<file path="config.mk">
export PLATFORM = sky130hd
export DESIGN_NAME = instr_encoder
export DESIGN_NICKNAME = d
export VERILOG_FILES = /design/src/rtl/instr_encoder_pkg.sv /design/src/rtl/instr_field_packer.sv /design/src/rtl/instr_encoder.sv
export SDC_FILE = /design/constraint.sdc
export NUM_CORES = 1
export LEC_CHECK = 0
export CORE_ASPECT_RATIO = 0.8
export CORE_MARGIN = 2
export CORE_UTILIZATION = 35
export CTS_BUF_LIST = sky130_fd_sc_hd__clkbuf_2 sky130_fd_sc_hd__clkbuf_4 sky130_fd_sc_hd__clkbuf_8
export DETAILED_ROUTE_END_ITERATION = 6
export PLACE_DENSITY_LB_ADDON = 0.08
export SLEW_MARGIN = 25
export SYNTH_ARGS = -nofsm -noshare
export SYNTH_HDL_FRONTEND = slang
export SYNTH_SLANG_ARGS = --single-unit
</file>
<file path="constraint.sdc">
create_clock -name clk -period 1.7 [get_ports clk]
set_input_delay 0.34 -clock clk [delete_from_list [all_inputs] [get_ports clk]]
set_output_delay 0.34 -clock clk [all_outputs]
set_load 0.005 [all_outputs]
</file>
<file path="src/rtl/instr_encoder_pkg.sv">
// Shared types, constants and the immediate legality check for the instruction encoder.
// The field bundle travels from the input port through stage 1 into the packer.
package instr_encoder_pkg;

   localparam int DATA_WIDTH = 32;

   typedef enum logic [2:0] {
      FMT_R = 3'd0,
      FMT_I = 3'd1,
      FMT_S = 3'd2,
      FMT_B = 3'd3,
      FMT_U = 3'd4,
      FMT_J = 3'd5
   } imm_fmt_e;

   localparam logic [DATA_WIDTH-1:0] NOP_INSTR = 32'h0000_0013;

   localparam int signed IMM_I_MIN = -2048;
   localparam int signed IMM_I_MAX = 2047;
   localparam int signed IMM_B_MIN = -4096;
   localparam int signed IMM_B_MAX = 4094;
   localparam int signed IMM_J_MIN = -1048576;
   localparam int signed IMM_J_MAX = 1048574;

   typedef struct packed {
      logic [2:0]            fmt;
      logic [6:0]            opcode;
      logic [4:0]            rd;
      logic [4:0]            rs1;
      logic [4:0]            rs2;
      logic [2:0]            funct3;
      logic [6:0]            funct7;
      logic [DATA_WIDTH-1:0] imm;
   } instr_fields_t;

   // B/J immediates are byte offsets whose bit 0 is not encodable, hence the alignment term.
   function automatic logic imm_check_err(input logic [2:0] fmt,
                                          input logic [DATA_WIDTH-1:0] imm);
      logic signed [DATA_WIDTH-1:0] v;
      logic                         err;
      v = $signed(imm);
      case (imm_fmt_e'(fmt))
         FMT_R:        err = 1'b0;
         FMT_I, FMT_S: err = (v < IMM_I_MIN) || (v > IMM_I_MAX);
         FMT_B:        err = (v < IMM_B_MIN) || (v > IMM_B_MAX) || imm[0];
         FMT_U:        err = |imm[11:0];
         FMT_J:        err = (v < IMM_J_MIN) || (v > IMM_J_MAX) || imm[0];
         default:      err = 1'b1;
      endcase
      return err;
   endfunction

endpackage

</file>
<file path="src/rtl/instr_field_packer.sv">
// Combinational bit-scatter of register/funct fields and immediate into a RISC-V word.
// Illegal formats never reach the output because the top substitutes a NOP for them.
module instr_field_packer
   import instr_encoder_pkg::*;
(
   input  instr_fields_t          i_fields,
   output logic [DATA_WIDTH-1:0]  o_instr
);

   always_comb begin
      // NOTE: default assigned first so every path drives o_instr and no latch is inferred.
      o_instr = NOP_INSTR;
      case (imm_fmt_e'(i_fields.fmt))
         FMT_R: o_instr = {i_fields.funct7, i_fields.rs2, i_fields.rs1,
                           i_fields.funct3, i_fields.rd, i_fields.opcode};
         FMT_I: o_instr = {i_fields.imm[11:0], i_fields.rs1, i_fields.funct3,
                           i_fields.rd, i_fields.opcode};
         FMT_S: o_instr = {i_fields.imm[11:5], i_fields.rs2, i_fields.rs1,
                           i_fields.funct3, i_fields.imm[4:0], i_fields.opcode};
         FMT_B: o_instr = {i_fields.imm[12], i_fields.imm[10:5], i_fields.rs2,
                           i_fields.rs1, i_fields.funct3, i_fields.imm[4:1],
                           i_fields.imm[11], i_fields.opcode};
         FMT_U: o_instr = {i_fields.imm[31:12], i_fields.rd, i_fields.opcode};
         FMT_J: o_instr = {i_fields.imm[20], i_fields.imm[10:1], i_fields.imm[11],
                           i_fields.imm[19:12], i_fields.rd, i_fields.opcode};
         default: o_instr = NOP_INSTR;
      endcase
   end

endmodule

</file>
<file path="src/rtl/instr_encoder.sv">
// Two-stage valid/ready instruction encoder: stage 1 latches fields and the immediate check,
// stage 2 holds the packed word; an output-handshake counter supplies the IMEM word address.
module instr_encoder
   import instr_encoder_pkg::*;
#(
   parameter int ADDR_WIDTH = 10
) (
   input  logic                  clk,
   input  logic                  rst_n,
   input  logic                  clear_i,
   input  logic                  in_valid_i,
   output logic                  in_ready_o,
   input  logic [2:0]            fmt_i,
   input  logic [6:0]            opcode_i,
   input  logic [4:0]            rd_i,
   input  logic [4:0]            rs1_i,
   input  logic [4:0]            rs2_i,
   input  logic [2:0]            funct3_i,
   input  logic [6:0]            funct7_i,
   input  logic [DATA_WIDTH-1:0] imm_i,
   output logic                  out_valid_o,
   input  logic                  out_ready_i,
   output logic [DATA_WIDTH-1:0] instr_o,
   output logic [ADDR_WIDTH-1:0] addr_o,
   output logic                  err_o,
   output logic                  err_sticky_o,
   output logic                  wrap_o
);

   logic                  r_s1_valid;
   instr_fields_t         r_s1_fields;
   logic                  r_s1_err;
   logic                  r_s2_valid;
   logic [DATA_WIDTH-1:0] r_s2_instr;
   logic                  r_s2_err;
   logic [ADDR_WIDTH-1:0] r_addr;
   logic                  r_err_sticky;
   logic                  r_wrap;

   instr_fields_t         w_in_fields;
   logic                  w_in_err;
   logic [DATA_WIDTH-1:0] w_packed;
   logic [DATA_WIDTH-1:0] w_s2_instr;
   logic                  w_s2_adv;
   logic                  w_s1_adv;
   logic                  w_out_fire;

   assign w_s2_adv   = !r_s2_valid || out_ready_i;
   assign w_s1_adv   = !r_s1_valid || w_s2_adv;
   assign w_out_fire = r_s2_valid && out_ready_i;
   // Held low while reset is asserted so a source never sees a beat accepted into a dead pipe.
   assign in_ready_o = rst_n && w_s1_adv;

   assign w_in_fields = '{fmt: fmt_i, opcode: opcode_i, rd: rd_i, rs1: rs1_i, rs2: rs2_i,
                          funct3: funct3_i, funct7: funct7_i, imm: imm_i};
   assign w_in_err    = imm_check_err(fmt_i, imm_i);

   instr_field_packer u_packer (
      .i_fields (r_s1_fields),
      .o_instr  (w_packed)
   );

   assign w_s2_instr = r_s1_err ? NOP_INSTR : w_packed;

   always_ff @(posedge clk or negedge rst_n) begin
      if (!rst_n) begin
         // NOTE: sequential state uses non-blocking assignments so every flop samples pre-edge values.
         r_s1_valid  <= 1'b0;
         r_s1_fields <= '0;
         r_s1_err    <= 1'b0;
      end else if (clear_i) begin
         r_s1_valid  <= 1'b0;
      end else if (w_s1_adv) begin
         r_s1_valid  <= in_valid_i;
         if (in_valid_i) begin
            r_s1_fields <= w_in_fields;
            r_s1_err    <= w_in_err;
         end
      end
   end

   // Stage 2 only loads when it may advance, which keeps the presented word stable under stall.
   always_ff @(posedge clk or negedge rst_n) begin
      if (!rst_n) begin
         r_s2_valid <= 1'b0;
         r_s2_instr <= '0;
         r_s2_err   <= 1'b0;
      end else if (clear_i) begin
         r_s2_valid <= 1'b0;
         r_s2_instr <= '0;
         r_s2_err   <= 1'b0;
      end else if (w_s2_adv) begin
         r_s2_valid <= r_s1_valid;
         if (r_s1_valid) begin
            r_s2_instr <= w_s2_instr;
            r_s2_err   <= r_s1_err;
         end
      end
   end

   always_ff @(posedge clk or negedge rst_n) begin
      if (!rst_n) begin
         r_addr       <= '0;
         r_err_sticky <= 1'b0;
         r_wrap       <= 1'b0;
      end else if (clear_i) begin
         r_addr       <= '0;
         r_err_sticky <= 1'b0;
         r_wrap       <= 1'b0;
      end else begin
         if (w_s2_adv && r_s1_valid && r_s1_err) begin
            r_err_sticky <= 1'b1;
         end
         if (w_out_fire) begin
            r_addr <= r_addr + ADDR_WIDTH'(1);
            if (r_addr == '1) begin
               r_wrap <= 1'b1;
            end
         end
      end
   end

   assign out_valid_o  = r_s2_valid;
   assign instr_o      = r_s2_instr;
   assign err_o        = r_s2_err;
   assign addr_o       = r_addr;
   assign err_sticky_o = r_err_sticky;
   assign wrap_o       = r_wrap;

endmodule

</file>
### Word level (Yosys, flattened, before mapping)

Index checks and enable logic that the tools add are counted.

* word-level logic and storage cells: 81
* bits in writable memories: 0
* ROM bits: 0
* register bits after elaboration: 115
* latch bits: 0
* memories: 0
* output and inout bits: 47

* reductions and logical operators: 26
* order comparisons: 6
* multipliers: 0
* $add $sub $neg: 1
* muxes and demuxes: 20
* div/mod/pow operators: 0
* equal/unequal tests: 11
* bitwise gates (word level): 1
* shift operators: 0

Operators by type and width (number)
* 32-bit case mux with 6 select lines: 1
* 32-bit two-way mux: 4
* 32-bit by 12-bit greater-than comparator with 1-bit output (second input constant): 1
* 32-bit by 13-bit greater-than comparator with 1-bit output (second input constant): 1
* 32-bit by 21-bit greater-than comparator with 1-bit output (second input constant): 1
* 32-bit by 12-bit less-than comparator with 1-bit output (second input constant): 1
* 32-bit by 13-bit less-than comparator with 1-bit output (second input constant): 1
* 32-bit by 21-bit less-than comparator with 1-bit output (second input constant): 1
* 10-bit two-way mux: 2
* 3-bit by 2-bit == test with 1-bit output (second input constant): 4
* 3-bit == test (second input constant): 4
* 1-bit two-way mux: 12
* 2-bit nonzero test: 6
* 12-bit OR reduction: 1
* 10-bit by 1-bit adder with 10-bit output (second input constant): 1
* 10-bit == test (second input constant): 1
* 1-bit logical OR: 7
* 3-bit by 1-bit == test with 1-bit output (second input constant): 2
* 3-bit zero test: 2
* 1-bit case mux with 5 select lines: 1
* 1-bit logical AND: 4
* 2-bit AND reduction: 2
* 3-bit AND reduction: 1
* 1-bit zero test: 2
* other kinds (2): 2

### Longest topological paths before layout

* depth after elaboration: 6
* depth in mapped cells: 8

### Cells and area by module

A second synthesis with hierarchy kept.

* cells, all modules: 415
* area, all modules: 5116.2 µm²

By module, submodules not included
* instr_encoder: cells an instance 327, area each 4556.9 µm², times used 1
* instr_field_packer: cells an instance 88, area each 559.3 µm², times used 1

### Worst setup path before layout

OpenSTA, ideal clock, no wires.

* path kind: reg2reg
* start: reg r_s2_valid, in the netlist out_valid_o
* end: reg r_s2_instr[20], in the netlist instr_o[20]
* arrival time: 1.444 ns
* clock period less this slack: 1.518 ns
* slack: 0.182 ns
* buffers on the path: 3
* setup time: 0.074 ns
* required time: 1.626 ns
* cell stages (with the launch flop): 9
* path through: dfrtp_1 > nor2b_4 > nor2b_2 > buf_6 > nand2_4 > or2_1 > buf_6 > buf_12 > o21ai_2

* word-level cells in the longest chain between the ends: 4

Ends and longest elaborated chain
* start: declaration: RTL line instr_encoder.sv:33 `logic r_s2_valid;`
* start signal: assignment: RTL line instr_encoder.sv:93 `r_s2_valid <= r_s1_valid;`
* 1-bit zero test: RTL line instr_encoder.sv:48 `assign w_s2_adv = !r_s2_valid || out_ready_i;`
* 1-bit logical OR: RTL line instr_encoder.sv:48
* 2-bit nonzero test (no line)
* 2-bit AND reduction (no line)
* end signal: assignment: RTL line instr_encoder.sv:95 `r_s2_instr <= w_s2_instr;`
* end: declaration: RTL line instr_encoder.sv:34 `logic [DATA_WIDTH-1:0] r_s2_instr;`

No other way between the ends.
A chain may end at the register's enable or synchronous reset.

### Worst setup path in the final report

* start: in imm_i[27]
* end: reg r_s1_err

* word-level cells in the longest chain between the ends: 4
* elaborated cells on any way between the ends: 12

Ends and longest elaborated chain
* start: declaration: RTL line instr_encoder.sv:20 `input logic [DATA_WIDTH-1:0] imm_i,`
* 32-bit by 21-bit less-than comparator with 1-bit output, or another cell as far along: RTL line instr_encoder_pkg.sv:47 `FMT_J: err = (v < IMM_J_MIN) || (v > IMM_J_MAX) || imm[0];`
* 1-bit logical OR, on equally long branches (2 in series): RTL line instr_encoder_pkg.sv:47, instr_encoder_pkg.sv:45
* 1-bit case mux with 5 select lines (*): RTL line instr_encoder_pkg.sv:42 `case (imm_fmt_e'(fmt))`
* end signal: assignment: RTL line instr_encoder.sv:77 `r_s1_err <= w_in_err;`
* end: declaration: RTL line instr_encoder.sv:32 `logic r_s1_err;`

Mark *: on every way between the ends. The rest lies on a longest branch, timed or not.

==> run metrics <==
post-synthesis net count=501; Core Util, Final=53.4%; Tmin final=1.66 ns; wire length per cell=between 15 and 20 um; Synth top cells by count=115 x dfrtp_1, 68 x mux2_2, 32 x nand2_1, 29 x nor2_1, 24 x a22oi_1; Seq/Total Area, Yosys=56.4%; final net count=about 690; hold slack=-0.0278 ns; Num CTS Buffers=17; post-synthesis instance area=between 5000 and 6000 um2; CTS tree=done; layout cells sized above 1=32.0%; maxcap violations=0; Synth area leaders=dfrtp_1 56%, mux2_2 15%, a22oi_1 3.5%; total clock sinks=115; Primary FF master, synth=dfrtp_1; final hold viol count=6; port buffer count=about 120; Worst Setup SP=imm_i[27]; synth unique cells=43; critical path fanouts, max=3; required time worst endpoint=2.00 ns; via count=4008; GP Congestion=slightly above 0.8; share of the synthesized area in the top cell type=56.4%; vias in the first global route=4192; pwr/cell area=984 nW/um2; Row Count=39; DRT iter0 DRCs=170; largest net degree at the start of global routing=about 120; most common cell in the netlist=dfrtp_1; CP endpoint kind=flop; I/O pin count=119; DR WL met2=6260 um; first-pass GRT wire length=22300 um; initial antenna violation count=0; WL met1=between 6000 and 7000 um; DRC violations left=0; unrepaired setup endpoints after global routing=true; clock tree buffer depth=2; violated checks=negative hold slack; crit path DAT=slightly below 2 ns; peak supply drop=approximately 560 uV; worst reg2reg path depth=7; Die Span Y=112 um; final slew viol count=0; P&R area growth vs syn=49.1%; Setup-failing EPs final=0; LEAKAGE=3.61 nW; Worst Setup Path Type=in -> reg; Clock Latency Late Sink=about 0.44 ns; status=finished with violations; worst hold-check path type=in -> async; Post-synth EDFFs=0; Final Cycle Share=between 90% and 100%; DRT antenna net count=0; Reg clk slew, reported paths=0.07 ns; Crit Reg-Reg Startpoint=out_valid_o; Routed WL=~14000 um; Slew @ Worst Pin=0.666 ns; vias per cell=4.94; Starting Density=35.8%; area leader, netlist=dfrtp_1; Post-synth ARST share=100%; number of H-tree levels=4; Antenna diodes=0; drt first pass iters=4; Syn. warnings=0; Power, Total=0.00748 W; number of synthesized register bits=115; number of fill cells=1292; Post-Syn Area per Cell=11.9 um2; total die area=15600 um2; hold-fix buffer count after cts=0; Rel. slew slack=55.6%; FF-to-FF setup slack=about 0.15 ns; GRT Total Usage=between 10% and 20%; CP startpoint kind=input pin; Setup Skew=0.00785 ns; FF-to-FF End=instr_o[12]; Die Wd=139 um; Post-Synthesis Cells=428; total gr overflow=0; CTS Root Buffer Type=clkbuf_8; WL met3=538 um; HPWL after DPL=9760 um; setup TNS=0 ns; Fmax=0.604 GHz; core area=14200 um2; DR top layer=met4
sequential cells by signal (all words and copies together) (netlist names):
name and flops:
r_s1_valid 1, instr_o 32, err_sticky_o 1, wrap_o 1
r_s1_fields 67, out_valid_o 1, r_s1_err 1, addr_o 10
err_o 1
how the worst max path moves through the flow:
| stage | endpoint | slack, ns |
|---|---|---|
| after CTS | in_ready_o | -0.01 |
| after floorplan | instr_o[20] | 0.18 |
| after detailed placement | r_s1_err | -0.47 |
| final | r_s1_err | 0.04 |
| after global placement | r_s1_err | -0.40 |
| after global routing | r_s1_err | -0.07 |
power by group:
part           switching (W)  internal (W)  total, W
Combinational       0.000577      0.000711   0.00129
Clock                0.00111       0.00189   0.00300
Sequential          0.000180       0.00302   0.00319
Total                0.00187       0.00561   0.00748
metrics by stage:
step / setup slack, ns / cell area [um2] / std cells
4_1_cts: -0.0129 / 7500 / 810
6_report: 0.0433 / 7610 / 812
2_1_floorplan: 0.182 / 5100 / 428
3_3_place_gp: -0.396 / 6950 / 768
5_1_grt: -0.0721 / 7610 / 812
3_5_place_dp: -0.470 / 6950 / 768
cell families after synthesis:
| group | count (synthesis) | share of synthesized area, % |
|---|---|---|
| compound gates | 89 | 11.9 |
| simple gates | 118 | 11.6 |
| fa+ha+maj | 1 | 0.245 |
| xor+xnor | 10 | 1.72 |
| flops | 115 | 56.4 |
| mux | 70 | 15.4 |
| buf+inv | 25 | 2.72 |
layout make-up:
class	count	area, um2	area share, %
Sequential cell	115	2880	37.8
Tap cell	184	230	3.03
Inverter	2	7.51	0.0987
Timing Repair Buffer	191	1890	24.8
Clock inverter	10	178	2.34
Multi-Input combinational cell	288	2140	28.1
Clock buffer	22	290	3.82
cells in the final DEF, fill, tap and decap left out, types with 6 or more instances in the layout:
cell / n
nand2_1: 32
dfrtp_1: 115
buf_12: 9
dlymetal6s2s_1: 22
o22ai_1: 6
clkdlybuf4s50_1: 92
o21ai_2: 10
a22oi_1: 24
nor2_1: 28
xor2_1: 8
mux2_2: 68
nor2b_1: 9
a21oi_1: 19
nand3_1: 6
nand4_1: 8
buf_4: 65
clkbuf_8: 20
o21ai_0: 10
and3_1: 6
a22o_1: 10
critical path, stage by stage:
cell and delay (ns):
clkdlybuf4s50_1 0.46, nor4_2 0.29, and3_1 0.23, nand3_1 0.11, and3_1 0.17, o311ai_2 0.21, a41oi_1 0.14
per-layer routing:
layer  track usage (%)  up-vias
li1                  -     1939
met1              25.5     1969
met2              28.0       84
met3              4.65       16
met4              6.06        0
met5                 0        -
repair_timing:
item                                    in CTS  in global routing
pin swaps                                    0                  4
setup buffers                               10                  2
gates resized for setup                      5                 33
endpoints found under the setup margin      13                 28
(Power assumes the default switching activity.)
